## src/rtl/serial_rx_deframer.sv

```systemverilog
`default_nettype none
// +----------------------------------------------------------------------------+
// | serial_rx_deframer                                                         |
// | Hunts SOF 0x5A, captures N payload bits, checks EOF 0x0F, bursts words out. |
// | Rev 1.0                                                                    |
// +----------------------------------------------------------------------------+
module serial_rx_deframer #(
  parameter int data_width = 5,
  parameter int out_width  = 8
) (
  input  logic                 s_clk,
  input  logic                 rst_n,
  input  logic                 datain,
  input  logic                 dout_ready,
  output logic [out_width-1:0] dout,
  output logic                 dout_valid,
  output logic                 frame_err,
  output logic                 overrun
);

  localparam int N    = 1 << data_width;
  localparam int W    = N / out_width;
  localparam int IDXW = (W > 1) ? $clog2(W) : 1;
  localparam logic [7:0] c_SOF = 8'h5A;
  localparam logic [7:0] c_EOF = 8'h0F;

  typedef enum logic [1:0] {
    S_HUNT = 2'd0,
    S_DATA = 2'd1,
    S_EOF  = 2'd2
  } state_t;

  state_t                r_state;
  logic [6:0]            r_sr;
  logic [6:0]            r_eof;
  logic [data_width-1:0] r_cnt;
  logic [2:0]            r_dcnt;
  logic [N-1:0]          r_payload;
  logic [N-1:0]          r_obuf;
  logic [IDXW-1:0]       r_idx;
  logic                  r_valid;
  logic                  r_frame_err;
  logic                  r_overrun;

  logic [7:0] w_sr_next;
  logic [7:0] w_eof_next;
  logic       w_xfer;
  logic       w_last;
  logic       w_buf_free;
  logic       w_eof_done;
  logic       w_good;
  logic       w_load;

  always_comb begin
    w_sr_next  = {r_sr, datain};
    w_eof_next = {r_eof, datain};
    w_xfer     = r_valid && dout_ready;
    w_last     = w_xfer && (r_idx == IDXW'(W - 1));
    // Draining the final word on this edge frees the buffer for a new frame.
    w_buf_free = !r_valid || w_last;
    w_eof_done = (r_state == S_EOF) && (r_dcnt == 3'd7);
    w_good     = (w_eof_next == c_EOF);
    w_load     = w_eof_done && w_good && w_buf_free;
  end

  assign dout       = r_obuf[out_width-1:0];
  assign dout_valid = r_valid;
  assign frame_err  = r_frame_err;
  assign overrun    = r_overrun;

  always_ff @(posedge s_clk or negedge rst_n) begin
    if (!rst_n) begin
      r_state     <= S_HUNT;
      r_sr        <= '0;
      r_eof       <= '0;
      r_cnt       <= '0;
      r_dcnt      <= '0;
      r_payload   <= '0;
      r_obuf      <= '0;
      r_idx       <= '0;
      r_valid     <= 1'b0;
      r_frame_err <= 1'b0;
      r_overrun   <= 1'b0;
    end else begin
      r_frame_err <= 1'b0;
      r_overrun   <= 1'b0;

      case (r_state)
        S_HUNT: begin
          r_sr <= w_sr_next[6:0];
          if (w_sr_next == c_SOF) begin
            r_state <= S_DATA;
            r_cnt   <= '0;
          end
        end
        S_DATA: begin
          r_payload[r_cnt] <= datain;
          r_cnt            <= r_cnt + data_width'(1);
          if (r_cnt == data_width'(N - 1)) begin
            r_state <= S_EOF;
            r_dcnt  <= '0;
          end
        end
        S_EOF: begin
          r_eof  <= w_eof_next[6:0];
          r_dcnt <= r_dcnt + 3'd1;
          if (r_dcnt == 3'd7) begin
            // Clearing sr keeps EOF bits out of the next SOF search.
            r_state <= S_HUNT;
            r_sr    <= '0;
            if (!w_good)
              r_frame_err <= 1'b1;
            else if (!w_buf_free)
              r_overrun <= 1'b1;
          end
        end
        default: r_state <= S_HUNT;
      endcase

      if (w_load) begin
        r_obuf  <= r_payload;
        r_idx   <= '0;
        r_valid <= 1'b1;
      end else if (w_xfer) begin
        r_obuf <= r_obuf >> out_width;
        if (w_last) begin
          r_valid <= 1'b0;
          r_idx   <= '0;
        end else begin
          r_idx <= r_idx + IDXW'(1);
        end
      end
    end
  end

endmodule
`default_nettype wire

```

## config.mk

```make
export PLATFORM = sky130hd
export DESIGN_NAME = serial_rx_deframer
export DESIGN_NICKNAME = d
export VERILOG_FILES = /design/src/rtl/serial_rx_deframer.sv
export SDC_FILE = /design/constraint.sdc
export NUM_CORES = 1
export LEC_CHECK = 0
export CAP_MARGIN = 40
export CORE_UTILIZATION = 55
export CTS_BUF_LIST = sky130_fd_sc_hd__clkbuf_2 sky130_fd_sc_hd__clkbuf_4 sky130_fd_sc_hd__clkbuf_8
export DETAILED_ROUTE_END_ITERATION = 10
export PLACE_DENSITY = 0.75
export SKIP_LAST_GASP = 1
export SLEW_MARGIN = 20
export SYNTH_ARGS = -nofsm -noshare
export SYNTH_HDL_FRONTEND = slang
export SYNTH_SLANG_ARGS = --single-unit
```

## constraint.sdc

```tcl
create_clock -name s_clk -period 2.21 [get_ports s_clk]
set_input_delay 0.5525 -clock s_clk [delete_from_list [all_inputs] [get_ports s_clk]]
set_output_delay 0.5525 -clock s_clk [all_outputs]
set_load 0.01 [all_outputs]
```

==> flow_summary.ini <==
[run_status]
outcome = finished clean

[grt]
grt_pass1_vias = 2637
top_usage_layer = met2
grt_usage_pct = 19.8
overflow = 0
grt_max_degree = 44
grt_pass1_wl_um = 12900
use_met3_pct = 3.98
use_met2_pct = 32.2
grtUsageMet1_pct = 26.6
antenna_found_initial = 0

[final_layout]
nets = 383
nFillCells = 636
drive_gt1_share_pct = 28.7
multi_input_area_um2 = 1920
final-seq-area_um2 = 2330
area_delta_synth_final_pct = 8.64
antennaDiodeCount = 0
final_common_cell = dfrtp_1
mostFrequentLayoutCells = 93 x dfrtp_1, 61 x mux2_2, 56 x nand2_1
fin_util_pct = 62.2

[die]
core_um2 = 7770
die_w_um = 91.9
initial_core_util_pct = 57.2
fp-row-count = 32
dieArea_um2 = 8440
ios = 15
die_h_um = 91.9

[timing]
rsz0062_at_grt = false
fin_ws_ps = 343
min_period_over_period_pct = 84.5
hold_viol = 0
drv_slew = 0
hold_ws_ps = 122
tightest_slew_ps = 649
relSlewSlack_pct = 56.7
fmax_mhz = 536
period_needed_ps = 1870
setup_violations = 0
skew_ps = 10.7
setup_tns_ps = 0

[synth]
synthCells = 367
synth-async-reset-ratio_pct = 100
syn_area_um2 = 4440
ys_types = 41
synth_nets = 379
syn-mean-instance-area_um2 = 12.1
seq_area_frac_synth_pct = 52.4
ys_warn_count = 0
synth-seq-cells = 93
synth_edf_count = 0
synthFlopType = dfrtp_1

[clocking]
clock_insertion_delay_worst_skew_ps = 360
ctsHoldBuffers = 0
clkTransAtPathRegs_ps = 100
cts_sinks = 93
post_cts_buffers = 0
cts_buffers = 9
post_cts_resized = 0
cts_buffer_depth = 2
cts_max_level = 3
root_buffer = clkbuf_8
cts_tree = done

[detailed_routing]
viasPerCell = 5.45
dr_total_vias = 2603
drc_errors = 0
wl_per_cell_um = 15.8
drt_iter0_markers = 155
drt_wl_total_um = 7550
dr.pass1.iters = 4
ant_nets = 0

[critical_path]
worst-path-max-fanout = 23
crit_path_start_kind = flip-flop
reg2regPathDepth = 6
criticalPathCategory = reg2reg
required_ps = 2460
cp.arrival_ps = 2120
reg2reg_slack_ps = 340
end_kind = flip-flop
reg2reg_to = r_obuf[8]
timing.rr.start = r_dcnt[0]

[power_and_ir_drop]
ir_drop_mv = 0.571
powerDensity_nw_per_um2 = 910
p_leak_nw = 2.36
power_mw = 4.40

[placement]
hpwl_um = 4980
portBuffers = 14
pre_cts_slack_ps = 74.1
gp_congestion = 0.791

[flow_run]
drv_cap = 0

[hold_path]
hold_path.class = in2async
==> kinds of logic after synthesis <==
logic type	synth area share, %
muxes	24.2
adders and majority gates	2.25
and+or+nand+nor	12.9
buffers and inverters	4.53
AOI/OAI and AO/OA	3.69
DFF	52.4
==> cell usage after synthesis (2+ instances only) <==
library cell  instances  area share, %
ha_1                  8            2.3
nand3b_1              9            1.5
nor2b_1               2           0.28
inv_1                12            1.0
nand2b_1              2           0.28
nand3_1               4           0.45
mux2_4               20            6.8
buf_6                 2           0.51
a21oi_1               4           0.45
nor2_1               22            1.9
nand2_1              56            4.7
o21ai_0               2           0.23
buf_4                 8            1.4
buf_2                 4           0.45
o22ai_1               3           0.42
nor3b_1               4           0.68
dfrtp_1              93             52
clkbuf_1             12            1.0
a22o_1                7            1.4
mux2i_1               9            2.0
mux2_2               61             15
and3b_1               4           0.79
==> critical path: stages, from the launching register on <==
cell	delay (ps)
dfrtp_1	420
ha_1	210
ha_1	230
nand3b_1	140
nand4b_4	190
buf_12	210
mux2_2	350
==> routing by layer <==
| metal | wire, µm | vias up | share of wire, % |
|---|---|---|---|
| li1 | - | 1257 | - |
| met1 | 3610 | 1316 | 48 |
| met2 | 3690 | 22 | 49 |
| met3 | 140 | 8 | 1.9 |
| met4 | 110 | 0 | 1.5 |
| met5 | 0 | - | 0 |
==> worst max-delay path by stage <==
stage,from,end,depth (start not counted)
after global routing,r_dcnt[0],r_obuf[8],6
after global placement,datain,r_obuf[1],5
after detailed placement,dout_ready,r_obuf[7],5
final,r_dcnt[0],r_obuf[8],6
after CTS,dout_valid,dout_valid,1
after floorplan,dout_ready,r_obuf[12],4
==> cell type report <==
cell class | count | share of cell area [%]
inverter | 12 | 0.933
multi-input combinational | 234 | 39.7
tap | 102 | 2.64
clock buffer | 9 | 2.57
clock inverter | 7 | 1.01
sequential | 93 | 48.2
timing repair buffer | 21 | 4.98
==> registers in the layout (all words and copies together), names as in the netlist <==
name        cells
frame_err       1
r_dcnt          3
r_state         2
r_obuf         32
r_payload      32
dout_valid      1
r_eof           7
r_idx           2
r_sr            7
r_cnt           5
overrun         1
==> through the flow <==
stage          cell area (µm²)  std cells
2_1_floorplan             4440        367
3_3_place_gp              4660        462
3_5_place_dp              4660        462
4_1_cts                   4830        478
5_1_grt                   4830        478
6_report                  4830        478
==> where the power goes <==
part | internal, mW | switching [mW]
logic | 0.485 | 0.509
clock network | 0.413 | 0.613
registers | 2.05 | 0.325
Power figures use the tool's default switching activity.
